<file path="config.mk">
export PLATFORM = sky130hd
export DESIGN_NAME = pulse_train_gen_flat
export DESIGN_NICKNAME = d
export VERILOG_FILES = /design/src/rtl/pulse_train_if.sv /design/src/rtl/pulse_train_gen.sv /design/src/flat_wrapper.sv
export SDC_FILE = /design/constraint.sdc
export NUM_CORES = 1
export LEC_CHECK = 0
export BUFFER_PORTS_ARGS = -buffer_cell sky130_fd_sc_hd__buf_2
export CAP_MARGIN = 20
export CORE_MARGIN = 3
export CORE_UTILIZATION = 50
export DETAILED_ROUTE_END_ITERATION = 16
export HOLD_SLACK_MARGIN = 0.08
export PLACE_DENSITY = 0.71
export REMOVE_ABC_BUFFERS = 1
export SLEW_MARGIN = 20
export SYNTH_ARGS = -nofsm -noshare
export SYNTH_HDL_FRONTEND = slang
export SYNTH_SLANG_ARGS = --single-unit
</file>
<file path="constraint.sdc">
create_clock -name clk -period 2.97 [get_ports clk]
set_input_delay 0.594 -clock clk [delete_from_list [all_inputs] [get_ports clk]]
set_output_delay 0.594 -clock clk [all_outputs]
set_load 0.01 [all_outputs]
</file>
<file path="src/rtl/pulse_train_if.sv">
// Handshake and line bundle between the game controller (master) and the
// pulse train generator (slave).
interface pulse_train_if #(
  parameter int CNT_W = 16,
  parameter int NUM_W = 8
);
  logic             enable;
  logic             start;
  logic             abort;
  logic [CNT_W-1:0] act_len;
  logic [CNT_W-1:0] gap_len;
  logic [NUM_W-1:0] num_pulses;
  logic             line_out;
  logic             busy;
  logic             done;
  logic             edge_strobe;

  modport master (
    output enable, start, abort, act_len, gap_len, num_pulses,
    input  line_out, busy, done, edge_strobe
  );

  modport slave (
    input  enable, start, abort, act_len, gap_len, num_pulses,
    output line_out, busy, done, edge_strobe
  );
endinterface

</file>
<file path="src/rtl/pulse_train_gen.sv">
// Drives one output line with a programmed train of active/gap pulses,
// timed in enable ticks, launched by start and cancelled by abort.
module pulse_train_gen #(
  parameter int   CNT_W      = 16,
  parameter int   NUM_W      = 8,
  parameter logic IDLE_LEVEL = 1'b1
) (
  input logic            clk,
  input logic            rst_n,
  pulse_train_if.slave   bus
);

  localparam logic [1:0] S_IDLE   = 2'd0;
  localparam logic [1:0] S_ACTIVE = 2'd1;
  localparam logic [1:0] S_GAP    = 2'd2;

  logic [1:0]       state_q, state_d;
  logic [CNT_W-1:0] cnt_q, cnt_d;
  logic [CNT_W-1:0] act_q, act_d;
  logic [CNT_W-1:0] gap_q, gap_d;
  logic [NUM_W-1:0] rem_q, rem_d;
  logic             line_q, line_d;
  logic             busy_q, busy_d;
  logic             done_q, done_d;
  logic             edge_q, edge_d;

  always_comb begin
    // NOTE: every next-state signal gets a default here so no path leaves
    // one unassigned, which would otherwise infer a latch.
    state_d = state_q;
    cnt_d   = cnt_q;
    act_d   = act_q;
    gap_d   = gap_q;
    rem_d   = rem_q;
    line_d  = line_q;
    busy_d  = busy_q;
    done_d  = 1'b0;
    edge_d  = 1'b0;

    if (bus.abort) begin
      // Cancel drops the line to idle at once; no done for a cancelled train.
      if (state_q != S_IDLE) begin
        state_d = S_IDLE;
        busy_d  = 1'b0;
        cnt_d   = '0;
        rem_d   = '0;
        line_d  = IDLE_LEVEL;
        edge_d  = (line_q != IDLE_LEVEL);
      end
    end else begin
      case (state_q)
        S_IDLE: begin
          if (bus.start) begin
            if (bus.num_pulses == '0 || bus.act_len == '0) begin
              done_d = 1'b1;
            end else begin
              act_d   = bus.act_len;
              gap_d   = (bus.gap_len == '0) ? CNT_W'(1) : bus.gap_len;
              rem_d   = bus.num_pulses - NUM_W'(1);
              cnt_d   = bus.act_len - CNT_W'(1);
              line_d  = ~IDLE_LEVEL;
              edge_d  = 1'b1;
              busy_d  = 1'b1;
              state_d = S_ACTIVE;
            end
          end
        end

        S_ACTIVE: begin
          if (bus.enable) begin
            if (cnt_q != '0) begin
              cnt_d = cnt_q - CNT_W'(1);
            end else begin
              line_d  = IDLE_LEVEL;
              edge_d  = 1'b1;
              cnt_d   = gap_q - CNT_W'(1);
              state_d = S_GAP;
            end
          end
        end

        S_GAP: begin
          if (bus.enable) begin
            if (cnt_q != '0) begin
              cnt_d = cnt_q - CNT_W'(1);
            end else if (rem_q != '0) begin
              rem_d   = rem_q - NUM_W'(1);
              cnt_d   = act_q - CNT_W'(1);
              line_d  = ~IDLE_LEVEL;
              edge_d  = 1'b1;
              state_d = S_ACTIVE;
            end else begin
              // Trailing gap finished: line is already idle.
              busy_d  = 1'b0;
              done_d  = 1'b1;
              state_d = S_IDLE;
            end
          end
        end

        default: begin
          state_d = S_IDLE;
          busy_d  = 1'b0;
          line_d  = IDLE_LEVEL;
        end
      endcase
    end
  end

  always_ff @(posedge clk or negedge rst_n) begin
    if (!rst_n) begin
      state_q <= S_IDLE;
      cnt_q   <= '0;
      act_q   <= '0;
      gap_q   <= '0;
      rem_q   <= '0;
      line_q  <= IDLE_LEVEL;
      busy_q  <= 1'b0;
      done_q  <= 1'b0;
      edge_q  <= 1'b0;
    end else begin
      // NOTE: non-blocking assignments so every register samples the
      // pre-edge values regardless of statement order.
      state_q <= state_d;
      cnt_q   <= cnt_d;
      act_q   <= act_d;
      gap_q   <= gap_d;
      rem_q   <= rem_d;
      line_q  <= line_d;
      busy_q  <= busy_d;
      done_q  <= done_d;
      edge_q  <= edge_d;
    end
  end

  assign bus.line_out    = line_q;
  assign bus.busy        = busy_q;
  assign bus.done        = done_q;
  assign bus.edge_strobe = edge_q;

endmodule

</file>
<file path="src/flat_wrapper.sv">
// flat-port wrapper written by rule: the top's interface ports become plain ports
module pulse_train_gen_flat 
#(
  parameter int   CNT_W      = 16,
  parameter int   NUM_W      = 8,
  parameter logic IDLE_LEVEL = 1'b1
)
  (clk, rst_n, bus_enable, bus_start, bus_abort, bus_act_len, bus_gap_len, bus_num_pulses, bus_line_out, bus_busy, bus_done, bus_edge_strobe);
  pulse_train_if #(.CNT_W(CNT_W), .NUM_W(NUM_W)) bus_i ();
  input logic clk;
  input logic rst_n;
  input wire logic [$bits(bus_i.enable)-1:0] bus_enable;
  input wire logic [$bits(bus_i.start)-1:0] bus_start;
  input wire logic [$bits(bus_i.abort)-1:0] bus_abort;
  input wire logic [$bits(bus_i.act_len)-1:0] bus_act_len;
  input wire logic [$bits(bus_i.gap_len)-1:0] bus_gap_len;
  input wire logic [$bits(bus_i.num_pulses)-1:0] bus_num_pulses;
  output wire logic [$bits(bus_i.line_out)-1:0] bus_line_out;
  output wire logic [$bits(bus_i.busy)-1:0] bus_busy;
  output wire logic [$bits(bus_i.done)-1:0] bus_done;
  output wire logic [$bits(bus_i.edge_strobe)-1:0] bus_edge_strobe;
  assign bus_i.enable = bus_enable;
  assign bus_i.start = bus_start;
  assign bus_i.abort = bus_abort;
  assign bus_i.act_len = bus_act_len;
  assign bus_i.gap_len = bus_gap_len;
  assign bus_i.num_pulses = bus_num_pulses;
  assign bus_line_out = bus_i.line_out;
  assign bus_busy = bus_i.busy;
  assign bus_done = bus_i.done;
  assign bus_edge_strobe = bus_i.edge_strobe;
  pulse_train_gen #(.CNT_W(CNT_W), .NUM_W(NUM_W), .IDLE_LEVEL(IDLE_LEVEL)) u_core (.clk(clk), .rst_n(rst_n), .bus(bus_i));
endmodule
</file>
==> Yosys cells after proc, flatten, opt, wreduce, memory -nomap -nowiden <==
Cells that the tools add are included.
{ "classes": {"add_sub_neg": 6, "n_eq_ne": 13, "muxes": 64, "bitwise_logic": 3, "n_reduce_logical": 16} }
{ "op_table": {"columns": ["cell", "count"], "rows": [
  ["$mux W16", 10],
  ["$sub A16 B1 Y16 const B", 4],
  ["$mux W8", 7],
  ["$pmux W16 S3", 1],
  ["$logic_not A16 Y1", 2],
  ["$mux W1", 32],
  ["$reduce_and A7 Y1", 4],
  ["$ne A3 B3 Y1 const B", 7],
  ["$mux W2", 8],
  ["$pmux W8 S2", 1],
  ["$reduce_bool A16 Y1", 1],
  ["$sub A8 B1 Y8 const B", 2],
  ["$pmux W1 S3", 3],
  ["$logic_not A8 Y1", 1],
  ["$reduce_and A8 Y1", 1],
  ["$reduce_bool A8 Y1", 1],
  ["$pmux W2 S3", 1],
  ["$ne A4 B2 Y1 const B", 1],
  ["$reduce_and A4 Y1", 1],
  ["$reduce_bool A4 Y1", 1],
  ["$ne A3 B2 Y1 const B", 1],
  ["$not A1 Y1", 3],
  ["$reduce_bool A3 Y1", 1],
  ["$eq A2 B1 Y1 const B", 1],
  ["other kinds (7)", 7]
]} }
{ "totals": {"regBits": 62, "in_bits": 45} }

==> Depth between registers and ports, before layout <==
{ "depth": {"ltp_word": 6, "depth_mapped": 11} }

==> Worst setup path after synthesis <==
No wires, ideal clock.
{ "synth_path": {"path_type": "register -> register", "from": "register u_core.state_q[0]", "to": "register u_core.rem_q[6]", "setup_ns": 0.086, "arrival_time_ns": 2.528, "path_slack_ns": 0.356, "stages_incl_launch_ff": 12, "period_less_slack_ns": 2.614, "path_cell_list": "dfrtp_1 > inv_1 > ha_1 > clkbuf_1 > clkbuf_1 > mux2i_1 > ha_1 > nand2_1 > or3_1 > nor3_1 > a21oi_2 > o221ai_2"} }
{ "synth_between": {"elab_chain_len": 3} }
{ "synth_lines": {"columns": ["item", "line", "text"], "rows": [
  ["start: declaration", "pulse_train_gen.sv:17", "logic [1:0] state_q, state_d;"],
  ["start signal: assignment", "pulse_train_gen.sv:124", "state_q <= state_d;"],
  ["$eq A2 B2 Y1 (tied with other cells)", "pulse_train_gen.sv:51", "case (state_q)"],
  ["$ne A3 B2 Y1 (no source line) (tied with other cells)", null, null],
  ["$reduce_and A7 Y1 (no source line) / $mux W8 (equally long branches)", null, null],
  ["end signal: assignment", "pulse_train_gen.sv:128", "rem_q <= rem_d;"],
  ["end: declaration", "pulse_train_gen.sv:21", "logic [NUM_W-1:0] rem_q, rem_d;"]
]} }
Several ways; a longest one is shown, not always the timed one.
A chain may end at the register's enable or synchronous reset.

==> Worst setup path after layout <==
{ "layout_path": {"from": "register u_core.cnt_q[6]", "to": "register u_core.cnt_q[3]"} }
{ "layout_between": {"elab_chain_len": 5} }
{ "layout_lines": {"columns": ["item", "line", "text"], "rows": [
  ["start: declaration", "pulse_train_gen.sv:18", "logic [CNT_W-1:0] cnt_q, cnt_d;"],
  ["start signal: assignment", "pulse_train_gen.sv:125", "cnt_q <= cnt_d;"],
  ["$reduce_bool A16 Y1 (*)", "pulse_train_gen.sv:71, pulse_train_gen.sv:84", null],
  ["$mux W16, on equally long branches", "pulse_train_gen.sv:84, pulse_train_gen.sv:71", null],
  ["$mux W16, on equally long branches", "pulse_train_gen.sv:83, pulse_train_gen.sv:70", null],
  ["$pmux W16 S3", "pulse_train_gen.sv:51", null],
  ["$mux W16", "pulse_train_gen.sv:40", "if (bus.abort) begin"]
]} }
Mark *: on every way between the ends. The rest lies on a longest branch, timed or not. The select of a mux whose other input is x is not followed.

==> out/qor.yml <==
timing:
  finalCritPeriodShare_pct: 87.5
  tns_ns: 0
  rsz0062_at_grt: "false"
  max_slew_margin_pct: 39.7
  min_period_ns: 2.60
  max_freq_mhz: 385
  fin_skew_ns: 0.0150
  fin_hold_ws_ns: 0.370
  hold_viol: 0
  setup_viol: 0
  max_slew.worst_pin.slew_ns: 0.904
  slew_violations: 0
grt:
  grt_max_degree: 39
  antenna_found_initial: 0
  grt_use_total_pct: 22.6
  grt_pass1_vias: 3988
  overflow: 0
  grt_pass1_wl_um: 20000
cts:
  clk_latency_ns: 0.35
  cts-root-buf: "clkbuf_8"
  path_clk_slew_ns: 0.08
  clock_sinks: 62
  postCtsHoldBufs: 0
  htreeDepth: 3
  post_cts_buffers: 0
  cts_tree: "built"
  cts_inserted_buffers: 9
  cts_buffer_depth: 2
  cts_resized: 0
layout:
  drive_above_1_share_pct: 22.7
  fillers: 870
  diodes: 0
  fin_nets: 628
  area_delta_synth_final_pct: 11.6
  final_util_pct: 57.6
  design_area_um2: 5350
logic_synthesis:
  synth-edff-count: 0
  synth_top_area_cell: "dfrtp_1"
  synth_area_leaders: "dfrtp_1 (32%), mux2_4 (6.9%), xor2_1 (5.5%), xnor2_1 (4.7%), nand2_1 (3.6%)"
  synth_top_family_by_area: "simple AND/OR/NAND/NOR gates"
  seq_area_frac_synth_pct: 32.4
  synth_top_area_share_pct: 31.8
  synthXorXnorAreaFrac_pct: 10.2
  yosysMostFrequentCell: "dfrtp_1"
  syn_area_per_cell_um2: 9.15
  ys_ff_latch: 62
  syn_area_um2: 4790
  synth_cell_types: 77
  ys_top_cells_by_count: "dfrtp_1 (61), nand2_1 (46), nor2_1 (44), xor2_1 (30), xnor2_1 (26)"
  synthAdderAreaFrac_pct: 2.87
  async_flop_share_pct: 100
  synth_compound_area_share_pct: 16.7
  synthMuxAreaShare_pct: 9.34
  synth-simple-area-share_pct: 23.7
  netlist_instances: 524
  ys_warn_count: 0
  synth_ff_type: "dfrtp_1"
critical_path:
  cp.arrival_ns: 2.83
  worstPathRequired_ns: 3.20
  crit_type: "reg -> reg"
  end_kind: "flip-flop"
  critPathLaunchType: "flip-flop"
  worst_path_max_delay_cell: "o21ai_0"
  path_max_fanout: 19
  max_stage_delay_ns: 0.50
  cp_cell_sequence: "nor4_2 > and4_1 > nand2_1 > o21ai_0 > a221oi_1 > a21oi_1 > o31ai_1"
power:
  pwr-share-comb_pct: 51.5
  p_switching_mw: 2.16
  switching_share_pct: 44.3
  seqPwrFrac_pct: 34.2
  finalPower_mw: 4.89
  p_int_mw: 2.72
  p_per_area_nw_per_um2: 913
  power.leakage_nw: 2.20
  peakVddDrop_v: 0.000457
  p_clk_share_pct: 14.3
floorplan:
  io-pin-count: 49
  die_x_um: 104
  core-area_um2: 9280
  rows: 35
  die_area_um2: 10800
  start_util_pct: 51.6
  dieHeight_um: 104
route:
  avgRoutedWirePerCell_um: 17.5
  initialDrtViolationCount: 373
  dr_total_vias: 4241
  antenna_left: 0
  routed_via_density: 6.02
  wl_um: 12300
  drc: 0
  firstDrtPassIters: 5
place:
  gp_congestion: 0.907
  placed_area_um2: 5180
  dpl.hpwl_um: 9110
  io_buffers: 48
min_path:
  hold_class: "in -> async"
outcome:
  status: "finished, final reports clean"
run:
  max-cap-violations: 0
-- power by group through the flow --
stage | logic (mW) | clock network, mW | registers [mW]
3_3_place_gp | 2.42 | 0 | 1.65
5_1_grt | 2.74 | 0.740 | 1.73
3_5_place_dp | 2.49 | 0 | 1.67
2_1_floorplan | 1.83 | 0 | 1.56
4_1_cts | 2.50 | 0.708 | 1.66
6_report | 2.52 | 0.698 | 1.67
-- placed cells by master, fill, tap and decap left out, drive strengths merged, types with 3 or more instances in the layout --
cell    synthesis  final
or4             8      8
and3            3      3
nor3b           4      4
mux2i           5      5
o21ai          31     31
o221ai          3      3
dfrtp          61     61
a211oi          5      5
nor2b           3      3
a22o            5      5
nor4           19     19
o22ai           4      4
o32ai           3      3
or3             8      8
nand4b          3      3
xor2           30     30
clkbuf         13     11
nor3           19     19
nand3          13     13
inv            19     19
a21oi          19     19
nor2           47     47
ha             11     11
nor4b           4      4
xnor2          26     26
o211ai          4      4
nand2          47     47
a31oi           8      8
nand2b          5      5
and4            3      3
and2            5      5
buf            13     63
o31ai           6      6
or2             3      3
clkinv          0      3
a22oi           3      3
mux2           28     28
nand3b          5      5
-- routing by layer --
layer,vias to the layer above,track usage [%],wire (µm)
li1,2010,-,-
met1,2071,30.7,5440
met2,139,37.4,6000
met3,21,3.04,676
met4,0,7.79,223
met5,-,0,0
-- cell families (layout without fill, tap and decap cells) --
group           count (synthesis)  after routing
flops                          62             62
fa+ha+maj                      11             11
simple gates                  202            202
mux                            33             33
compound gates                115            115
xor+xnor                       56             56
buf+inv                        45             97
-- metrics by stage --
| stage | cells | worst slack, ns |
|---|---|---|
| after floorplan | 498 | 0.00771 |
| after detailed placement | 690 | 0.217 |
| after global placement | 690 | 0.292 |
| final | 705 | 0.370 |
| after global routing | 705 | 0.208 |
| after CTS | 705 | 0.403 |
-- area by class of cell --
cell class	count	area, µm²	area share [%]
clock buffers	11	151	2.83
flip-flops and latches	62	1550	29.0
multi-input cells	417	3010	56.3
clock inverters	4	22.5	0.421
well taps	129	161	3.02
inverters	19	71.3	1.33
repair buffers	63	378	7.06
-- state kept, by name (all words and copies together), names as in the netlist --
register	cells
u_core.act_q	16
u_core.cnt_q	16
u_core.gap_q	16
u_core.rem_q	8
u_core.state_q	2
u_core.bus.busy	1
u_core.bus.done	1
u_core.bus.edge_strobe	1
u_core.bus.line_out	1
-- final timing paths --
kind,startpoint,endpoint,slack [ns],cells past startpoint
setup / recovery,u_core.cnt_q[6]$_DFFE_PN0P_,u_core.cnt_q[3]$_DFFE_PN0P_,0.37,7
hold / removal,rst_n,u_core.bus.done$_DFF_PN0_,0.37,1
hold reg to reg,u_core.bus.line_out$_DFFE_PN1P_,u_core.bus.line_out$_DFFE_PN1P_,0.51,2
min in group clk,bus_gap_len[1],u_core.gap_q[1]$_DFFE_PN0P_,0.47,3
setup reg to reg,u_core.cnt_q[6]$_DFFE_PN0P_,u_core.cnt_q[3]$_DFFE_PN0P_,0.37,7
max in group asynchronous,rst_n,u_core.act_q[0]$_DFFE_PN0P_,1.84,2
-- worst max-delay path, delay by kind of cell (launching register included) --
kind	cells	cell delay [ns]
AOI/OAI and AO/OA	4	0.89
and+or+nand+nor	3	1.14
DFF	1	0.45
Power figures use the tool's default switching activity.
